===== src/rtl/scan_decoder_if.sv =====
// Bus bundle for scan_decoder: control inputs toward the decoder and
// registered strobe outputs back to the consumer.
interface scan_decoder_if #(
    parameter int SEL_W   = 3,
    parameter int DWELL_W = 8
) ();
    localparam int OUT_W = 1 << SEL_W;

    logic               en;
    logic               mode;
    logic [SEL_W-1:0]   sel;
    logic [DWELL_W-1:0] dwell;
    logic [OUT_W-1:0]   o;
    logic [SEL_W-1:0]   idx;
    logic               valid;
    logic               wrap;

    modport master (output en, mode, sel, dwell, input o, idx, valid, wrap);
    modport slave  (input en, mode, sel, dwell, output o, idx, valid, wrap);
endinterface


===== src/rtl/scan_decoder.sv =====
// Registered N-to-2^N one-hot decoder with enable and an auto-scan mode.
// DIRECT decodes the external select; SCAN walks every output, holding each
// one for dwell+1 cycles. All outputs come straight from flops.
module scan_decoder #(
    parameter int SEL_W      = 3,
    parameter int DWELL_W    = 8,
    parameter int ACTIVE_LOW = 0
) (
    input  logic           clk,
    input  logic           rst,
    scan_decoder_if.slave  bus
);
    localparam int OUT_W = 1 << SEL_W;
    localparam logic [OUT_W-1:0] INACT = {OUT_W{(ACTIVE_LOW != 0)}};
    localparam logic [OUT_W-1:0] ONE   = {{(OUT_W-1){1'b0}}, 1'b1};
    localparam logic [SEL_W-1:0] LAST  = SEL_W'(OUT_W - 1);

    typedef enum logic [1:0] {IDLE, DIRECT, SCAN} state_e;

    state_e             state_q, state_d;
    logic [OUT_W-1:0]   o_q, o_d;
    logic [SEL_W-1:0]   idx_q, idx_d;
    logic               valid_q, valid_d;
    logic               wrap_q, wrap_d;
    logic [DWELL_W-1:0] dwell_cnt_q, dwell_cnt_d;

    // State register; reset drops any scan position.
    always_ff @(posedge clk) begin
        if (rst) state_q <= IDLE;
        else     state_q <= state_d;
    end

    // Next state follows en/mode every cycle, never waits for a dwell boundary.
    always_comb begin
        state_d = IDLE;
        if (bus.en) state_d = bus.mode ? SCAN : DIRECT;
    end

    // Next output values, computed for the state being entered.
    always_comb begin
        o_d         = INACT;
        idx_d       = idx_q;
        valid_d     = 1'b0;
        wrap_d      = 1'b0;
        dwell_cnt_d = '0;
        case (state_d)
            DIRECT: begin
                idx_d   = bus.sel;
                valid_d = 1'b1;
            end
            SCAN: begin
                valid_d = 1'b1;
                if (state_q != SCAN) begin
                    // Fresh entry always restarts at index 0 without a wrap pulse.
                    idx_d = '0;
                end else if (dwell_cnt_q >= bus.dwell) begin
                    // dwell is compared live, so lowering it advances promptly.
                    idx_d  = idx_q + SEL_W'(1);
                    wrap_d = (idx_q == LAST);
                end else begin
                    idx_d       = idx_q;
                    dwell_cnt_d = dwell_cnt_q + DWELL_W'(1);
                end
            end
            default: ;
        endcase
        if (valid_d) o_d = INACT ^ (ONE << idx_d);
    end

    // Output and dwell counter registers.
    always_ff @(posedge clk) begin
        if (rst) begin
            o_q         <= INACT;
            idx_q       <= '0;
            valid_q     <= 1'b0;
            wrap_q      <= 1'b0;
            dwell_cnt_q <= '0;
        end else begin
            o_q         <= o_d;
            idx_q       <= idx_d;
            valid_q     <= valid_d;
            wrap_q      <= wrap_d;
            dwell_cnt_q <= dwell_cnt_d;
        end
    end

    assign bus.o     = o_q;
    assign bus.idx   = idx_q;
    assign bus.valid = valid_q;
    assign bus.wrap  = wrap_q;
endmodule


===== src/flat_wrapper.sv =====
// flat-port wrapper written by rule: the top's interface ports become plain ports
module scan_decoder_flat 
#(
    parameter int SEL_W      = 3,
    parameter int DWELL_W    = 8,
    parameter int ACTIVE_LOW = 0
)
  (clk, rst, bus_en, bus_mode, bus_sel, bus_dwell, bus_o, bus_idx, bus_valid, bus_wrap);
  scan_decoder_if #(.SEL_W(SEL_W), .DWELL_W(DWELL_W)) bus_i ();
  input  logic clk;
  input  logic rst;
  input wire logic [$bits(bus_i.en)-1:0] bus_en;
  input wire logic [$bits(bus_i.mode)-1:0] bus_mode;
  input wire logic [$bits(bus_i.sel)-1:0] bus_sel;
  input wire logic [$bits(bus_i.dwell)-1:0] bus_dwell;
  output wire logic [$bits(bus_i.o)-1:0] bus_o;
  output wire logic [$bits(bus_i.idx)-1:0] bus_idx;
  output wire logic [$bits(bus_i.valid)-1:0] bus_valid;
  output wire logic [$bits(bus_i.wrap)-1:0] bus_wrap;
  assign bus_i.en = bus_en;
  assign bus_i.mode = bus_mode;
  assign bus_i.sel = bus_sel;
  assign bus_i.dwell = bus_dwell;
  assign bus_o = bus_i.o;
  assign bus_idx = bus_i.idx;
  assign bus_valid = bus_i.valid;
  assign bus_wrap = bus_i.wrap;
  scan_decoder #(.SEL_W(SEL_W), .DWELL_W(DWELL_W), .ACTIVE_LOW(ACTIVE_LOW)) u_core (.clk(clk), .rst(rst), .bus(bus_i));
endmodule

===== config.mk =====
export PLATFORM = sky130hd
export DESIGN_NAME = scan_decoder_flat
export DESIGN_NICKNAME = d
export VERILOG_FILES = /design/src/rtl/scan_decoder_if.sv /design/src/rtl/scan_decoder.sv /design/src/flat_wrapper.sv
export SDC_FILE = /design/constraint.sdc
export NUM_CORES = 1
export LEC_CHECK = 0
export CAP_MARGIN = 10
export CORE_ASPECT_RATIO = 0.9
export CORE_UTILIZATION = 30
export DETAILED_ROUTE_END_ITERATION = 12
export DONT_BUFFER_PORTS = 1
export MAX_ROUTING_LAYER = met4
export SYNTH_ARGS = -nofsm -noshare
export SYNTH_HDL_FRONTEND = slang
export SYNTH_SLANG_ARGS = --single-unit

===== constraint.sdc =====
create_clock -name clk -period 2.2 [get_ports clk]
set_clock_uncertainty 0.1 [all_clocks]
set_input_delay 0.44 -clock clk [delete_from_list [all_inputs] [get_ports clk]]
set_output_delay 0.44 -clock clk [all_outputs]
set_load 0.005 [all_outputs]

# [After elaboration in Yosys (flattened, before gate mapping)]
# Cells that the tools add are included.
[classes] add_sub_neg=2 order_cmp=1 eq_ne=4 n_shift=1 muxes=6 n_bitwise=3 n_reduce_logical=4
[op_table] op="8-bit by 1-bit adder with 8-bit output, second input constant" count=1
[op_table] op="8-bit >= comparator" count=1
[op_table] op="4-bit OR reduction" count=2
[op_table] op="1-bit by 3-bit left shift with 8-bit output, first input constant" count=1
[op_table] op="3-bit 2-to-1 mux" count=2
[op_table] op="3-bit case mux with 2 select lines" count=1
[op_table] op="2-bit 2-to-1 mux" count=2
[op_table] op="2-bit OR reduction" count=2
[op_table] op="3-bit by 1-bit adder with 3-bit output, second input constant" count=1
[op_table] op="3-bit equality test, second input constant" count=1
[op_table] op="1-bit inverter" count=3
[op_table] op="2-bit by 1-bit equality test with 1-bit output, second input constant" count=1
[op_table] op="2-bit equality test, second input constant" count=1
[op_table] op="2-bit != test, second input constant" count=1
[op_table] op="1-bit 2-to-1 mux" count=1
[totals] ff_bits=23 in_bits=15 output_inout_bits=13 wordCells=27

# [Longest topological paths before layout]
# Gate-level depths: netlist of run 1.
[depth] ltp_word=7 mapped_depth=8 depth_no_buf=8

# [Worst setup path after synthesis of run 1]
# No wires, ideal clock.
[synth_path] kind="input -> register" from="input port bus_dwell[1]" to="register u_core.o_q[2] (netlist: u_core.bus.o[2])" setup_time_ps=78 arrival_time_ps=2103 required_ps=2022 path_slack_ps=-81 path_stages=8 n_path_buf=0 cell_sequence="inv_1 -> ha_1 -> or4_4 -> a21oi_2 -> a211oi_2 -> a31o_1 -> or3_4 -> nor3_1"
[synth_via] elab_chain_cells=5
[synth_rtl] element="from (decl)" line="flat_wrapper.sv:15" text="input wire logic [$bits(bus_i.dwell)-1:0] bus_dwell;"
[synth_rtl] element="8-bit >= comparator" line="scan_decoder.sv:56" text="end else if (dwell_cnt_q >= bus.dwell) begin"
[synth_rtl] element="3-bit 2-to-1 mux" line="scan_decoder.sv:56"
[synth_rtl] element="3-bit 2-to-1 mux" line="scan_decoder.sv:53" text="if (state_q != SCAN) begin"
[synth_rtl] element="3-bit case mux with 2 select lines" line="scan_decoder.sv:46" text="case (state_d)"
[synth_rtl] element="1-bit by 3-bit left shift with 8-bit output" line="scan_decoder.sv:67" text="if (valid_d) o_d = INACT ^ (ONE << idx_d);"
[synth_rtl] element="to (signal assigned)" line="scan_decoder.sv:73" text="o_q <= INACT;"
[synth_rtl] element="to (signal assigned)" line="scan_decoder.sv:79" text="o_q <= o_d;"
[synth_rtl] element="to (decl)" line="scan_decoder.sv:21" text="logic [OUT_W-1:0] o_q, o_d;"
# No other way between the ends.
# A chain may end at the register's enable or synchronous reset.

# [Final worst setup path of run 1]
[layout_path] from="register u_core.dwell_cnt_q[2]" to="register u_core.o_q[0] (netlist: u_core.bus.o[0])"
[layout_via] elab_chain_cells=5
[layout_rtl] element="from (decl)" line="scan_decoder.sv:25" text="logic [DWELL_W-1:0] dwell_cnt_q, dwell_cnt_d;"
[layout_rtl] element="from (signal assigned)" line="scan_decoder.sv:83" text="dwell_cnt_q <= dwell_cnt_d;"
[layout_rtl] element="8-bit >= comparator" line="scan_decoder.sv:56"
[layout_rtl] element="3-bit 2-to-1 mux" line="scan_decoder.sv:56"
[layout_rtl] element="3-bit 2-to-1 mux" line="scan_decoder.sv:53"
[layout_rtl] element="3-bit case mux with 2 select lines" line="scan_decoder.sv:46"
[layout_rtl] element="1-bit by 3-bit left shift with 8-bit output" line="scan_decoder.sv:67"
# No other way between the ends.

==> results of run 1 <==
[synth_stat cells]
cell type and instances:
or3_4 1, or4_4 1, and2_1 2, a31o_2 1, nand2b_1 2, nand2_1 7
nor3_1 9, a2111oi_0 1, dfxtp_1 23, nor2_1 16, a221o_2 2, and3b_1 1
a211oi_2 1, a22o_1 2, or2_2 1, o211ai_1 1, xor2_1 4, o22ai_1 1
a221oi_1 2, xnor2_1 2, a21o_1 2, and3_1 1, clkbuf_1 1, a31o_1 1
o311ai_2 1, and4b_1 1, ha_1 11, inv_1 11, a21oi_1 1, nand3_1 6
o21ai_0 1, or3_1 1, nor2b_1 2, a21oi_2 1
[metrics by stage]
step	total power, mW	setup slack (ns)	util, %	hold WS [ns]	area, um^2
2_1_floorplan	0.476	-0.0397	-	0.341	1110
3_3_place_gp	0.488	-0.234	36.4	0.407	1260
3_5_place_dp	0.491	-0.272	36.4	0.411	1260
4_1_cts	0.774	-0.0372	41.3	0.123	1430
5_1_grt	0.809	-0.115	44.4	0.121	1530
6_report	0.790	-0.0487	44.4	0.123	1530
[repair_timing]
item                                    4_1_cts  5_1_grt
setup buffers                                 1        5
resized for setup                            22       11
pin swaps                                     8       18
cloned                                        0        0
endpoints found under the setup margin       10       10
endpoints found under the hold margin         0        0
[final cells by class]
cell class                 instances  area, um^2
clock buffer                       3        41.3
clock inverter                     1        5.00
fill                             324        1920
inverter                          11        41.3
multi-input combinational         86         792
sequential                        23         464
tap                               44        55.1
timing repair buffer              18         135
[cell usage in the layout, fill, tap and decap left out, types with 3 or more instances in the layout]
cell      Yosys  routed
ha_4          0       4
nand3_1       6       6
nor3_2        0       6
nand2_1       7       6
buf_4         0      18
xor2_1        4       4
inv_1        11      10
clkbuf_8      0       3
dfxtp_1      23      20
nor2_1       16      15
dfxtp_2       0       3
ha_1         11       7
[per-layer routing]
| layer | wire [um] | part of all wire, % | vias to the layer above |
|---|---|---|---|
| li1 | - | - | 466 |
| met1 | 1290 | 47 | 446 |
| met5 | 0 | 0 | - |
| met4 | 59 | 2.2 | 0 |
| met2 | 1310 | 48 | 20 |
| met3 | 62 | 2.3 | 7 |
[sequential cells by signal, summed over array words and instances (netlist names)]
signal              flops
u_core.bus.idx          3
u_core.bus.o            8
u_core.bus.valid        1
u_core.bus.wrap         1
u_core.dwell_cnt_q      8
u_core.state_q          2
[kinds of logic (layout without fill, tap and decap cells)]
family,after synthesis,after routing,share of synthesized area [%]
simple gates,51,51,23.2
flops,23,23,41.3
compound gates,18,18,14.4
buf+inv,12,33,4.04
fa+ha+maj,11,11,12.3
xor+xnor,6,6,4.71
[critical path: stages (launching register included)]
cell and delay (ns):
dfxtp_2 0.35, ha_4 0.16, or4_4 0.55, a21oi_4 0.15
a211oi_4 0.06, a31o_1 0.23, or3_4 0.42, nor3_4 0.17
[report_power, final]
| group | total, mW | leakage (nW) | internal, mW | switching (mW) |
|---|---|---|---|---|
| clock | 0.277 | 0.0255 | 0.127 | 0.150 |
| sequential | 0.430 | 0.188 | 0.423 | 0.00657 |
| combinational | 0.0824 | 0.413 | 0.0406 | 0.0418 |
[worst paths after layout]
check / end / slack, ns / startpoint
hold / removal: u_core.bus.idx[2] / 0.12 / rst
hold reg to reg: u_core.dwell_cnt_q[7] / 0.44 / u_core.dwell_cnt_q[7]
setup reg to reg: u_core.bus.o[0] / -0.05 / u_core.dwell_cnt_q[2]
setup / recovery: u_core.bus.o[0] / -0.05 / u_core.dwell_cnt_q[2]
==> summary.md, run 1 <==
| Metric | Value |
|---|---|
| Pwr/cell area | `515 mW/mm^2` |
| Largest net degree at the start of global routing | `14` |
| Highest clock rate | `445 MHz` |
| Vias in the first global route | `898` |
| Clk_lat worst skew | `0.27 ns` |
| Grt met1 use | `17.0%` |
| Initial drt markers | `30` |
| GR Util met2 | `23.6%` |
| DP Cell Count | `176` |
| DRT antenna net count | `0` |
| Core area | `0.00345 mm^2` |
| Post-synth top area cell | `dfxtp_1` |
| P_leak | `0.626 nW` |
| Routed vias/inst | `5.05` |
| Initial antenna violation count | `0` |
| Post-synth top area share | `41.3%` |
| Die ar. | `0.00396 mm^2` |
| Chip height | `59.8 um` |
| Period utilisation layout | `102%` |
| IO Count | `28` |
| Worst slew margin | `72.2%` |
| WL final | `2720 um` |
| Synthesized instance count | `121` |
| Mapped cell area | `0.00111 mm^2` |
| IO Port Bufs | `0` |
| Gpl congestion | `0.778` |
| CTS Buf Count | `3` |
| Fin crit period | `2.25 ns` |
| Layout cell share with drive strength beyond 1 | `36.6%` |
| Worst-path clk slew | `0.09 ns` |
| GRT Max-Usage Layer | `met2` |
| Vias | `939` |
| Overflow after GRT | `0` |
| Clock Tree Buf Depth | `2` |
| Wire length per cell | `14.6 um` |
| GRT Total Usage | `14.3%` |
| Die X | `66.3 um` |
| Final Hold Viols | `0` |
| Data required time of the worst path | `2.31 ns` |
| Row Count | `20` |
| Syn_nets | `147` |
| Initial Utilization | `32.3%` |
| CP startpoint kind | `flop` |
| Post-CTS Hold Fix Bufs | `0` |
| Worst Hold Class | `input pin to flop` |
| DP HPWL | `1950 um` |
| H-tree depth | `1` |
| Number of synthesized register bits | `23` |
| N_diodes | `0` |
| R2R cell count | `7` |
| Fin Setup TNS | `-0.262 ns` |
| Count of different cell masters after synthesis | `34` |
| Root Driver | `clkbuf_8` |
| Final WS setup | `-0.0487 ns` |
| Clock Sinks | `23` |
| Max IR drop VDD | `0.266 mV` |
| Failing checks | `setup timing` |
| Status | `finished, violations left` |
| GRT met3 Usage | `1.34%` |
| CP Data Arrival Time | `2.35 ns` |
| RSZ-0062 raised after global routing | `yes` |
| Synthesized area per cell | `9.21 um^2` |
| Final Setup Violations | `8` |
| Worst setup EP type | `flop` |
| Nets@finish | `169` |
| Fin cells | `186` |
| DRT Pass-1 Iters | `4` |
| First-pass GRT wire length | `4090 um` |
| Synth top area cells | `dfxtp_1 41%, ha_1 12%, nor2_1 5.4%` |
| Area Growth Syn to Fin | `37.6%` |
| Syn. warnings | `0` |
| Hold path depth | `1` |
| Crit path max fanout | `4` |
| # DRC | `0` |
| Pins Over Slew Limit | `0` |
| Sequential element share of the synthesized area | `41.3%` |
| Max-cap viol count | `0` |
| Worst-Margin Slew | `0.415 ns` |
| Critical path class | `flop to flop` |
| CTS tree | `yes` |
Note: power is estimated with default switching activity, not from simulation.
==> run 2, diff against run 1 <==
--- a/config.mk
+++ b/config.mk
@@ -10,7 +10,9 @@
 export CORE_UTILIZATION = 30
 export DETAILED_ROUTE_END_ITERATION = 12
 export DONT_BUFFER_PORTS = 1
+export HOLD_SLACK_MARGIN = 0.12
 export MAX_ROUTING_LAYER = met4
+export RECOVER_POWER = 100
 export SYNTH_ARGS = -nofsm -noshare
 export SYNTH_HDL_FRONTEND = slang
 export SYNTH_SLANG_ARGS = --single-unit
==> run 2 against run 1 <==
  * The flow still finishes with violations (setup timing)
  * Fmax is essentially flat
  * Worst setup slack hardly changed
  * Sequential cell count did not move
  * Clock power hardly changed
  * Utilization is the same
  * Register-to-register slack is essentially flat
  * Sequential power about the same
  * Final area unchanged
  * Critical endpoint unchanged
==> summary.md, run 2 (synthesis gave the netlist of run 1 again) <==
| Metric | Value |
|---|---|
| Period utilisation layout | `102% (about the same)` |
| Worst-path clk slew | `0.09 ns (about the same)` |
| Commonest cells after routing, fill and taps aside | `20 x dfxtp_1, 18 x buf_4, 15 x nor2_1` |
| CTS Buf Count | `3 (unchanged)` |
| CTS tree | `yes` |
| Crit path max fanout | `4 (unchanged)` |
| RSZ-0062 raised after global routing | `yes` |
| Worst setup EP type | `flop` |
| Max-cap viol count | `0 (unchanged)` |
| Die X | `66.3 um (unchanged)` |
| Post-DP Area | `0.00126 mm^2 (unchanged)` |
| Routed vias/inst | `5.05 (unchanged)` |
| CP Data Arrival Time | `2.35 ns (about the same)` |
| Vias in the first global route | `898 (unchanged)` |
| Pins Over Slew Limit | `0 (unchanged)` |
| Critical path class | `flop to flop` |
| Worst Hold Class | `input pin to flop` |
| Fin Setup TNS | `-0.262 ns (+0.0000560 ns)` |
| Commonest non-fill, non-tap cell in the layout | `dfxtp_1` |
| Max IR drop VDD | `0.266 mV (about the same)` |
| Highest clock rate | `445 MHz (about the same)` |
| WL final | `2720 um (unchanged)` |
| Initial drt markers | `30 (unchanged)` |
| Failing checks | `setup timing` |
| IO Port Bufs | `0 (unchanged)` |
| # DRC | `0 (unchanged)` |
| Final Core Density | `44.4% (unchanged)` |
| Final WS setup | `-0.0487 ns (+0.00000680 ns)` |
| P_leak | `0.625 nW (-0.14%)` |
| Worst-Margin Slew | `0.415 ns (unchanged)` |
| Nets@finish | `169 (unchanged)` |
| Vias | `939 (unchanged)` |
| Worst slew margin | `72.2% (unchanged)` |
| Clock Sinks | `23 (unchanged)` |
| Final Hold Viols | `0 (unchanged)` |
| Data required time of the worst path | `2.31 ns (about the same)` |
| Initial antenna violation count | `0 (unchanged)` |
| DRT antenna net count | `0 (unchanged)` |
| Initial Utilization | `32.3% (unchanged)` |
| IO Count | `28 (unchanged)` |
| Power after layout | `790 uW (about the same)` |
| Clock Tree Buf Depth | `2 (unchanged)` |
| Die ar. | `0.00396 mm^2 (unchanged)` |
| Final Setup Violations | `8 (unchanged)` |
| Core area | `0.00345 mm^2 (unchanged)` |
| Status | `finished, violations left` |
| DRT Pass-1 Iters | `4 (unchanged)` |
| Largest net degree at the start of global routing | `14 (unchanged)` |
| Overflow after GRT | `0 (unchanged)` |
| GRT Total Usage | `14.3% (unchanged)` |
| Crit-path max cell delay | `0.55 ns (about the same)` |
| Fin crit period | `2.25 ns (-0.00000680 ns)` |
| H-tree depth | `1 (unchanged)` |
| DP HPWL | `1950 um (unchanged)` |
| Clk_lat worst skew | `0.27 ns (about the same)` |
| Wire length per cell | `14.6 um (unchanged)` |
| First-pass GRT wire length | `4090 um (unchanged)` |
| Reg-to-reg slack, setup | `-0.05 ns (about the same)` |
| CP startpoint kind | `flop` |
| Design area | `0.00153 mm^2 (unchanged)` |
| Row Count | `20 (unchanged)` |
| Layout cell share with drive strength beyond 1 | `36.6% (unchanged)` |
| N_diodes | `0 (unchanged)` |
| Chip height | `59.8 um (unchanged)` |
| Root Driver | `clkbuf_8` |
| Pwr/cell area | `515 mW/mm^2 (about the same)` |
| Gpl congestion | `0.778 (unchanged)` |
| CP cell instances | `ha_4 > or4_4 > a21oi_4 > a211oi_4 > a31o_1 > or3_4 > nor3_4` |
| Area Growth Syn to Fin | `37.6% (unchanged)` |
| Worst path slowest cell | `or4_4` |
## run 2: cell counts in the layout (fill, tap and decap cells not counted)
Identical to the previous run, type by type.
## run 2: worst max-delay path, delay by kind of cell, from the launching register on
kind / cells / cell delay (ns)
simple gates: 3 / 1.14
fa+ha+maj: 1 / 0.16
compound gates: 3 / 0.44
flops: 1 / 0.35
## run 2: report_power, final
part           switching, mW  internal, mW
combinational         0.0418        0.0405
sequential           0.00657         0.423
clock                  0.150         0.127
## run 2: through the flow
step	hold slack, ns	setup WS, ns	std cells
after global routing	0.121	-0.115	186
after floorplan	0.341	-0.0397	121
after CTS	0.123	-0.0372	181
after detailed placement	0.411	-0.272	176
after global placement	0.407	-0.234	176
final	0.123	-0.0487	186
## run 2: timing repair
action,CTS,global route
hold buffers,0,0
resized for setup,22,11
pin swaps,8,18
endpoints found under the hold margin,0,0
setup endpoints to repair,10,10
setup buffers,1,5
## run 2: layer usage
layer,track usage (%),routed length [um]
met3,1.34,62
met2,23.6,1310
met1,17.0,1290
met4,8.81,59
met5,-,0
## run 2: area by class of cell
class	count	area [um^2]
fill	324	1920
multi-input combinational	86	792
sequential	23	464
timing repair buffer	18	135
tap	44	55.1
clock buffer	3	41.3
inverter	11	41.3
clock inverter	1	5.00
## run 2: path summary, 6_finish.rpt
path / start / depth (start not counted) / end
worst max-delay path: u_core.dwell_cnt_q[2] / 7 / u_core.bus.o[0]
worst min-delay path: rst / 1 / u_core.bus.idx[2]
worst max register to register: u_core.dwell_cnt_q[2] / 7 / u_core.bus.o[0]
worst min register to register: u_core.dwell_cnt_q[7] / 2 / u_core.dwell_cnt_q[7]
